[src/rtl/ex_alu_issue.sv]
// ex_alu_issue: execute-stage front end around an external combinational ALU.
//
// An instruction from ID is decoded and registered into the issue stage (S1).
// S1 drives the ALU control and operands directly. The ALU result and zero
// flag are captured into the result stage (S2), which feeds MEM/WB.
// Both stages use valid/ready flow control, so the block sustains one op per
// cycle and holds at most two entries under backpressure.
//
// Ports
//   clk, rst_n                     clock, asynchronous active-low reset
//   in_valid / in_ready            ID handshake
//   opcode, funct3, funct7b5       RV32I encoding fields
//   rs1_data, rs2_data, imm        operand sources
//   tag_in                         destination tag, passed through unchanged
//   alu_ctr, alu_a, alu_b          to ALU (AND=00, OR=01, ADD=10, SUB=11)
//   alu_out, alu_zero              from ALU, combinational on alu_*
//   out_valid / out_ready          MEM/WB handshake
//   result, br_taken, is_branch,
//   illegal, tag_out               registered S2 outputs
module ex_alu_issue #(
  parameter int XLEN  = 32,
  parameter int TAG_W = 5
) (
  input  logic             clk,
  input  logic             rst_n,
  input  logic             in_valid,
  output logic             in_ready,
  input  logic [6:0]       opcode,
  input  logic [2:0]       funct3,
  input  logic             funct7b5,
  input  logic [XLEN-1:0]  rs1_data,
  input  logic [XLEN-1:0]  rs2_data,
  input  logic [XLEN-1:0]  imm,
  input  logic [TAG_W-1:0] tag_in,
  output logic [1:0]       alu_ctr,
  output logic [XLEN-1:0]  alu_a,
  output logic [XLEN-1:0]  alu_b,
  input  logic [XLEN-1:0]  alu_out,
  input  logic             alu_zero,
  output logic             out_valid,
  input  logic             out_ready,
  output logic [XLEN-1:0]  result,
  output logic             br_taken,
  output logic             is_branch,
  output logic             illegal,
  output logic [TAG_W-1:0] tag_out
);

  localparam logic [1:0] CTR_AND = 2'b00;
  localparam logic [1:0] CTR_OR  = 2'b01;
  localparam logic [1:0] CTR_ADD = 2'b10;
  localparam logic [1:0] CTR_SUB = 2'b11;

  localparam logic [6:0] OP_R  = 7'b0110011;
  localparam logic [6:0] OP_I  = 7'b0010011;
  localparam logic [6:0] OP_LD = 7'b0000011;
  localparam logic [6:0] OP_ST = 7'b0100011;
  localparam logic [6:0] OP_BR = 7'b1100011;

  // Decoded fields of the instruction currently offered by ID
  logic [1:0]      w_dec_ctr;
  logic [XLEN-1:0] w_dec_a;
  logic [XLEN-1:0] w_dec_b;
  logic            w_dec_br;
  logic            w_dec_bne;
  logic            w_dec_ill;

  // Issue stage
  logic             r_s1_valid;
  logic [1:0]       r_s1_ctr;
  logic [XLEN-1:0]  r_s1_a;
  logic [XLEN-1:0]  r_s1_b;
  logic             r_s1_br;
  logic             r_s1_bne;
  logic             r_s1_ill;
  logic [TAG_W-1:0] r_s1_tag;

  // Result stage
  logic             r_s2_valid;
  logic [XLEN-1:0]  r_s2_result;
  logic             r_s2_taken;
  logic             r_s2_br;
  logic             r_s2_ill;
  logic [TAG_W-1:0] r_s2_tag;

  logic w_s2_adv;
  logic w_s1_adv;
  logic w_accept;

  assign w_s2_adv = !r_s2_valid || out_ready;
  assign w_s1_adv = !r_s1_valid || w_s2_adv;
  assign w_accept = in_valid && w_s1_adv;
  assign in_ready = w_s1_adv;

  always_comb begin
    w_dec_ctr = CTR_ADD;
    w_dec_a   = rs1_data;
    w_dec_b   = '0;
    w_dec_br  = 1'b0;
    w_dec_bne = 1'b0;
    w_dec_ill = 1'b0;
    case (opcode)
      OP_R, OP_I: begin
        w_dec_b = (opcode == OP_R) ? rs2_data : imm;
        case (funct3)
          3'b000:  w_dec_ctr = (opcode == OP_R && funct7b5) ? CTR_SUB : CTR_ADD;
          3'b110:  w_dec_ctr = CTR_OR;
          3'b111:  w_dec_ctr = CTR_AND;
          default: w_dec_ill = 1'b1;
        endcase
      end
      OP_LD, OP_ST: begin
        w_dec_b = imm;
      end
      OP_BR: begin
        w_dec_ctr = CTR_SUB;
        w_dec_b   = rs2_data;
        case (funct3)
          3'b000:  w_dec_br = 1'b1;
          3'b001: begin
            w_dec_br  = 1'b1;
            w_dec_bne = 1'b1;
          end
          default: w_dec_ill = 1'b1;
        endcase
      end
      default: w_dec_ill = 1'b1;
    endcase
    // Unsupported encodings travel as a harmless 0 + 0 so the ALU stays quiet
    if (w_dec_ill) begin
      w_dec_ctr = CTR_ADD;
      w_dec_a   = '0;
      w_dec_b   = '0;
      w_dec_br  = 1'b0;
      w_dec_bne = 1'b0;
    end
  end

  // Data registers only load on a real transfer so that alu_* and the S2
  // outputs stay frozen while the pipe is stalled or empty.
  always_ff @(posedge clk or negedge rst_n) begin
    if (!rst_n) begin
      r_s1_valid <= 1'b0;
      r_s1_ctr   <= CTR_ADD;
      r_s1_a     <= '0;
      r_s1_b     <= '0;
      r_s1_br    <= 1'b0;
      r_s1_bne   <= 1'b0;
      r_s1_ill   <= 1'b0;
      r_s1_tag   <= '0;
    end else if (w_s1_adv) begin
      r_s1_valid <= w_accept;
      if (w_accept) begin
        r_s1_ctr <= w_dec_ctr;
        r_s1_a   <= w_dec_a;
        r_s1_b   <= w_dec_b;
        r_s1_br  <= w_dec_br;
        r_s1_bne <= w_dec_bne;
        r_s1_ill <= w_dec_ill;
        r_s1_tag <= tag_in;
      end
    end
  end

  always_ff @(posedge clk or negedge rst_n) begin
    if (!rst_n) begin
      r_s2_valid  <= 1'b0;
      r_s2_result <= '0;
      r_s2_taken  <= 1'b0;
      r_s2_br     <= 1'b0;
      r_s2_ill    <= 1'b0;
      r_s2_tag    <= '0;
    end else if (w_s2_adv) begin
      r_s2_valid <= r_s1_valid;
      if (r_s1_valid) begin
        r_s2_result <= r_s1_ill ? '0 : alu_out;
        // BEQ takes on zero, BNE on non-zero
        r_s2_taken  <= r_s1_br && (alu_zero ^ r_s1_bne);
        r_s2_br     <= r_s1_br;
        r_s2_ill    <= r_s1_ill;
        r_s2_tag    <= r_s1_tag;
      end
    end
  end

  assign alu_ctr   = r_s1_ctr;
  assign alu_a     = r_s1_a;
  assign alu_b     = r_s1_b;
  assign out_valid = r_s2_valid;
  assign result    = r_s2_result;
  assign br_taken  = r_s2_taken;
  assign is_branch = r_s2_br;
  assign illegal   = r_s2_ill;
  assign tag_out   = r_s2_tag;

endmodule

[config.mk]
export PLATFORM = sky130hd
export DESIGN_NAME = ex_alu_issue
export DESIGN_NICKNAME = d
export VERILOG_FILES = /design/src/rtl/ex_alu_issue.sv
export SDC_FILE = /design/constraint.sdc
export NUM_CORES = 1
export LEC_CHECK = 0
export CORE_MARGIN = 8
export CORE_UTILIZATION = 40
export CTS_BUF_LIST = sky130_fd_sc_hd__clkbuf_8
export CTS_CLUSTER_DIAMETER = 150
export DETAILED_ROUTE_END_ITERATION = 10
export HOLD_SLACK_MARGIN = 0.15
export PLACE_DENSITY_LB_ADDON = 0.05
export SYNTH_ARGS = -nofsm -noshare
export SYNTH_HDL_FRONTEND = slang
export SYNTH_SLANG_ARGS = --single-unit
[constraint.sdc]
create_clock -name clk -period 1.7 [get_ports clk]
set_input_delay 0.255 -clock clk [delete_from_list [all_inputs] [get_ports clk]]
set_output_delay 0.255 -clock clk [all_outputs]
set_load 0.02 [all_outputs]
==> results of run 1 <==
critical path, stage by stage:
cell and delay, ps:
clkdlybuf4s50_1 440, or4b_4 530, a2111o_1 430, buf_6 180, o21ai_0 180
per-layer routing:
| layer | GRT usage (%) | vias to the layer above | wire length [um] |
|---|---|---|---|
| li1 | - | 2037 | - |
| met1 | 22.0 | 1970 | 5990 |
| met2 | 31.8 | 188 | 7570 |
| met3 | 9.16 | 16 | 1790 |
| met4 | 6.10 | 0 | 187 |
| met5 | 0 | - | 0 |
cells in the mapped netlist, types with 2 or more instances:
library cell / count
nor2b_1: 2
buf_6: 3
dfrtp_1: 115
nand2b_1: 4
a22oi_1: 32
o21ai_1: 4
o21ai_0: 66
a22o_2: 23
a22o_1: 10
nand2_1: 106
nor3_1: 3
mux2_2: 11
clkbuf_2: 3
clkbuf_1: 26
layout by cell type (no fill, tap or decap), types with 15 or more instances in the layout:
| master | count |
|---|---|
| o21ai_1 | 21 |
| o21ai_0 | 48 |
| clkbuf_8 | 18 |
| dlygate4sd2_1 | 15 |
| clkdlybuf4s50_1 | 187 |
| nand2_1 | 104 |
| a22oi_1 | 32 |
| dlymetal6s2s_1 | 53 |
| a22o_2 | 23 |
| dfrtp_1 | 115 |
| buf_4 | 17 |
stage by stage:
step / instance area, sq um / power, mW
after global placement: 7560 / 3.88
after floorplan: 4680 / 3.23
after CTS: 7970 / 6.53
after global routing: 8160 / 6.71
final: 8160 / 6.45
after detailed placement: 7560 / 3.90
logic make-up after synthesis:
kind of cell / count (synthesis) / synth area share, %
AO/OA/AOI/OAI: 140 / 20.7
AND/OR/NAND/NOR: 122 / 10.8
flip-flops: 116 / 62.1
buffers and inverters: 35 / 3.40
multiplexers: 11 / 2.65
XOR/XNOR: 2 / 0.375
registers in the layout, summed over array words and instances (netlist names), 2 cells and up:
name      count
alu_b        32
result       32
r_s1_tag      5
alu_ctr       2
tag_out       5
alu_a        32
final cells by class:
type | instances | area [sq um]
inverters | 2 | 7.51
clock buffers | 18 | 248
fillers | 844 | 3260
flip-flops and latches | 116 | 2900
repair buffers | 285 | 3010
multi-input cells | 275 | 1650
well taps | 143 | 179
clock inverters | 14 | 161
worst max-delay path by stage:
stage	endpoint	slack [ps]	depth (start not counted)
floorplan	alu_ctr[1]	10	6
global placement	alu_b[23]	-450	5
detailed placement	alu_b[16]	-560	5
CTS	alu_b[24]	0.6	1
global route	alu_b[25]	0.8	1
finish	alu_b[12]	20	5
power groups by stage:
stage	logic, mW	registers (mW)	clock network [mW]
final	0.937	2.89	2.62
after global routing	1.01	2.90	2.80
after CTS	0.950	2.89	2.69
after detailed placement	0.951	2.95	0
after global placement	0.933	2.94	0
after floorplan	0.207	3.03	0
what timing repair did:
item                                    4_1_cts  5_1_grt
buffers inserted                              0        1
gates cloned                                  0        2
hold buffers                                  1        0
pin swaps                                     2        1
endpoints found under the setup margin       43       97
hold endpoints to repair                    115        0
resized for setup                            21       70
==> impl_results.md, run 1 <==
- Crit Path Category: in2reg
- Worst Path Required: 2040 ps
- Die W: 124 um
- Number of flops mapped to enable cells by yosys: 0
- Syn Nets: 575
- Yosys top cell area share: 61.5%
- CP Launch Type: input pin
- R2R depth: 5
- VDD IR max: 0.000500 V
- Synth area leaders: dfrtp_1 62%, nand2_1 8.5%, o21ai_0 7.1%
- Worst Path Arrival: 2020 ps
- Clk slew on worst S/H paths: 70 ps
- Hold_ws: 287 ps
- CP Capture Type: flip-flop
- Sw frac: 24.6%
- Seq cells post-synth: 116
- Cell row count: 39
- Clk network pwr share: 40.7%
- Critical R2R Capture: alu_b[12]
- PwrDens: 791 mW/mm^2
- Status: finished, final reports clean
- DR iter-0 viols: 252
- MaxCap Viol Count: 0
- Slew HR: 75.0%
- Vias in the first global route: 4,552
- Final setup violation count: 0
- Die ar.: 0.0154 sq mm
- Cell taking the most area after synthesis: dfrtp_1
- Fin. max-slew vios: 0
- Max Root-Sink Buffers: 2
- Sequential area share after synthesis: 62.1%
- Die Height: 124 um
- Util after Layout: 71.5%
- WL per Instance: 18.2 um
- RSZ-0062 raised after global routing: no
- Max Fanout on Critical Path: 18
- HPWL Detailed: 11,700 um
- IO Pins: 257
- Via count: 4,211
- TritonCTS clock tree: yes
- Final wirelength: 15,500 um
- Layout Cells excl Fill: 853
- Worst skew pair latency: 430 ps
- First-pass GRT wire length: 23,000 um
- TritonCTS buffer count: 17
- Antenna diode count: 0
- Cells after DPL: 817
- DR pass1 iterations: 4
- Pin count of the biggest net entering global routing: 54
- Clk root buf: clkbuf_8
- Hold Vio Cnt, Final: 0
- Min Clock Period, post-route: 1680 ps
- Via density: 4.94
- Fraction of layout cells with a size suffix above 1: 14.5%
- Pleak: 4.30 nW
- Netlist cell types: 32
- Post-placement worst setup slack: -562 ps
- DRC violation count after routing: 0
- GR Util All Layers: 19.4%
- F_max: 0.595 GHz
- Layout net count: 846
- Area Overhead vs Synth: 74.5%
- Worst setup path start: opcode[4]
- # port buffers: 256
- Worst r2r src: r_s1_valid
- Worst setup margin: 20.1 ps
- Syn Area/Cell: 11.0 sq um
- Hold WC Path Type: in2async
- NetSw: 1.59 mW
- Int Power: 4.86 mW
- Initial antenna violation count: 0
- Async set-reset flop share out of synthesis: 100%
- Mapped cell area: 0.00468 sq mm
- Synth warn: 0
- Fin crit share: 98.8%
- Routability congestion estimate: 0.827
- Clock Sinks: 116
- Comb power frac: 14.5%
- Main flop type after synthesis: dfrtp_1
- Worst-margin pin slew: 375 ps
- R2R Setup Slk: 180 ps
- Post-route ant nets: 0
- Clock skew: 5.94 ps
- H-Tree Depth: 4
- Gr ovfl total: 0
- Sequential Power Share: 44.8%
- Syn Inst Count: 426
- Setup TNS Final: 0 ps
- Core area: 0.0114 sq mm
- Initial Util: 41.0%
Note: power is estimated with default switching activity, not from simulation.
==> inputs of run 2 (changes only) <==
GPL_TIMING_DRIVEN = 0   (was default)
RECOVER_POWER = 100   (was default)
==> run 2 against run 1 <==
Effect of this change:
- first-iteration DRC count increased by 0.79%
- clock skew increased by 2.7 ps
- sequential power about the same
- setup slack improved by 11 ps
- worst hold slack got worse by 51 ps
- global-route usage increased by 1.3 points
- critical path depth increased by 1
- final cell count increased by 1.8%
- maximum frequency increased by 0.63%
- critical path type unchanged
- highest routed layer is now met5
==> impl_results.md, run 2 (synthesis results as in run 1) <==
- Sequential Power Share: 44.0%
- VDD IR max: 0.000420 V
- F_max: 0.599 GHz
- Cell row count: 39
- GR Util All Layers: 20.6%
- Max Fanout on Critical Path: 10
- Initial antenna violation count: 3
- WL per Instance: 18.6 um
- Final setup violation count: 0
- CP Capture Type: flip-flop
- Worst Path Arrival: 2020 ps
- TritonCTS clock tree: yes
- Clock skew: 8.65 ps
- CP max-delay cell: a2111o_2
- Slew HR: 49.9%
- Hold Vio Cnt, Final: 0
- Comb power frac: 13.8%
- DR iter-0 viols: 254
- Pleak: 4.06 nW
- Pin count of the biggest net entering global routing: 63
- Status: finished, final reports clean
- Die Height: 124 um
- Worst-path cell chain: clkdlybuf4s50_1 > nand4bb_1 > clkbuf_2 > a2111o_2 > buf_6 > o21ai_0
- TritonCTS buffer count: 17
- Clk network pwr share: 42.2%
- Worst Path Buf+Inv: 3
- First-pass GRT wire length: 24,100 um
- Delay of the slowest critical-path stage: 610 ps
- Worst Path Required: 2050 ps
- Gr ovfl total: 0
- Via density: 5.02
- Layout net count: 860
- DRC violation count after routing: 0
- Die ar.: 0.0154 sq mm
- Int Power: 4.95 mW
- Most frequent cells in the layout: 155 x clkdlybuf4s50_1, 115 x dfrtp_1, 104 x nand2_1
- Fraction of layout cells with a size suffix above 1: 15.1%
- H-Tree Depth: 4
- Worst skew pair latency: 440 ps
- Via count: 4,357
- Core area: 0.0114 sq mm
- Final wirelength: 16,100 um
- Die W: 124 um
- Clk root buf: clkbuf_8
- Fin crit share: 98.2%
- Clk slew on worst S/H paths: 70 ps
- Worst-margin pin slew: 751 ps
- Initial Util: 41.0%
- Vias in the first global route: 4,574
- Setup TNS Final: 0 ps
- PwrDens: 820 mW/mm^2
- MaxCap Viol Count: 0
- Most common cell after layout, fill and taps aside: clkdlybuf4s50_1
- NetSw: 1.62 mW
- Routability congestion estimate: 0.765
- HPWL Detailed: 12,400 um
- Fin. max-slew vios: 0
- Sw frac: 24.6%
- Cells after DPL: 825
- RSZ-0062 raised after global routing: yes
- Layout Cells excl Fill: 868
- Family with the most delay on the worst path: buffers and inverters
- Min Clock Period, post-route: 1670 ps
- Post-route ant nets: 0
- Clock Sinks: 116
- CP Launch Type: input pin
- Area Overhead vs Synth: 71.2%
- # port buffers: 255
- Max Root-Sink Buffers: 2
- DR pass1 iterations: 4
- Crit Path Category: in2reg
- IO Pins: 257
- Hold WC Path Type: in2reg
## run 2: cell count changes in the layout (fill, tap and decap cells not counted), sizes merged
| cell | delta |
|---|---|
| buf | -8 |
| dlymetal6s2s | -30 |
| diode | +1 |
| clkdlybuf4s50 | -32 |
| clkinv | -3 |
| dlygate4sd2 | +59 |
| clkbuf | +28 |
## run 2: per-stage QoR
| step | hold slack [ps] | utilization [%] | instance area [sq um] | worst slack [ps] | power (mW) |
|---|---|---|---|---|---|
| after floorplan | -40.6 | - | 4680 | 14.8 | 3.23 |
| after detailed placement | 245 | 65.2 | 7440 | -775 | 3.87 |
| final | 235 | 70.1 | 8010 | 30.6 | 6.57 |
| after global routing | 248 | 70.1 | 8010 | -35.4 | 6.83 |
| after CTS | 185 | 68.9 | 7870 | 0.507 | 6.63 |
| after global placement | 460 | 64.9 | 7410 | -4060 | 3.84 |
## run 2: area by class of cell
type | instances | area [sq um]
Inverter | 2 | 7.51
Antenna cell | 1 | 2.50
Sequential cell | 116 | 2900
Fill cell | 929 | 3410
Multi-Input combinational cell | 275 | 1660
Buffer | 32 | 198
Clock buffer | 21 | 289
Clock inverter | 11 | 150
Timing Repair Buffer | 267 | 2620
Tap cell | 143 | 179
## run 2: final timing paths
check / slack (ps) / depth (start not counted) / from / end
max: 30 / 6 / opcode[2] / alu_b[18]
min: 240 / 3 / opcode[6] / r_s1_br
max reg2reg: 40 / 5 / out_valid / alu_b[18]
min reg2reg: 470 / 2 / alu_b[21] / alu_b[21]
max in group asynchronous: 260 / 3 / rst_n / alu_ctr[0]
min in group asynchronous: 430 / 2 / rst_n / result[4]
## run 2: worst register-to-register path: stages, from the launching register on
cell      delay (ps)
dfrtp_1          400
nand3b_1         200
nand2_4           80
a2111o_2         540
buf_6            190
o21ai_0          170
## run 2: timing repair
item                       in CTS  in global routing
setup endpoints to repair     149                 68
gates cloned                    1                  1
buffers inserted                3                  5
pin swaps                       4                  4
hold endpoints to repair       54                  0
gates resized for setup        94                 65
hold buffers                    1                  0
## run 2: power by group through the flow
stage               Clock [mW]  Sequential (mW)  Combinational, mW
finish                    2.77             2.89              0.905
global route              2.95             2.90              0.972
CTS                       2.83             2.89              0.902
detailed placement           0             2.95              0.923
global placement             0             2.94              0.899
floorplan                    0             3.03              0.207
## run 2: routing by layer
layer / up-vias / GRT usage, % / share of wire (%)
met5: - / 0 / 0.14
met4: 4 / 7.29 / 1.4
met3: 20 / 11.6 / 13
met2: 183 / 34.2 / 49
met1: 2070 / 21.7 / 37
li1: 2080 / - / -
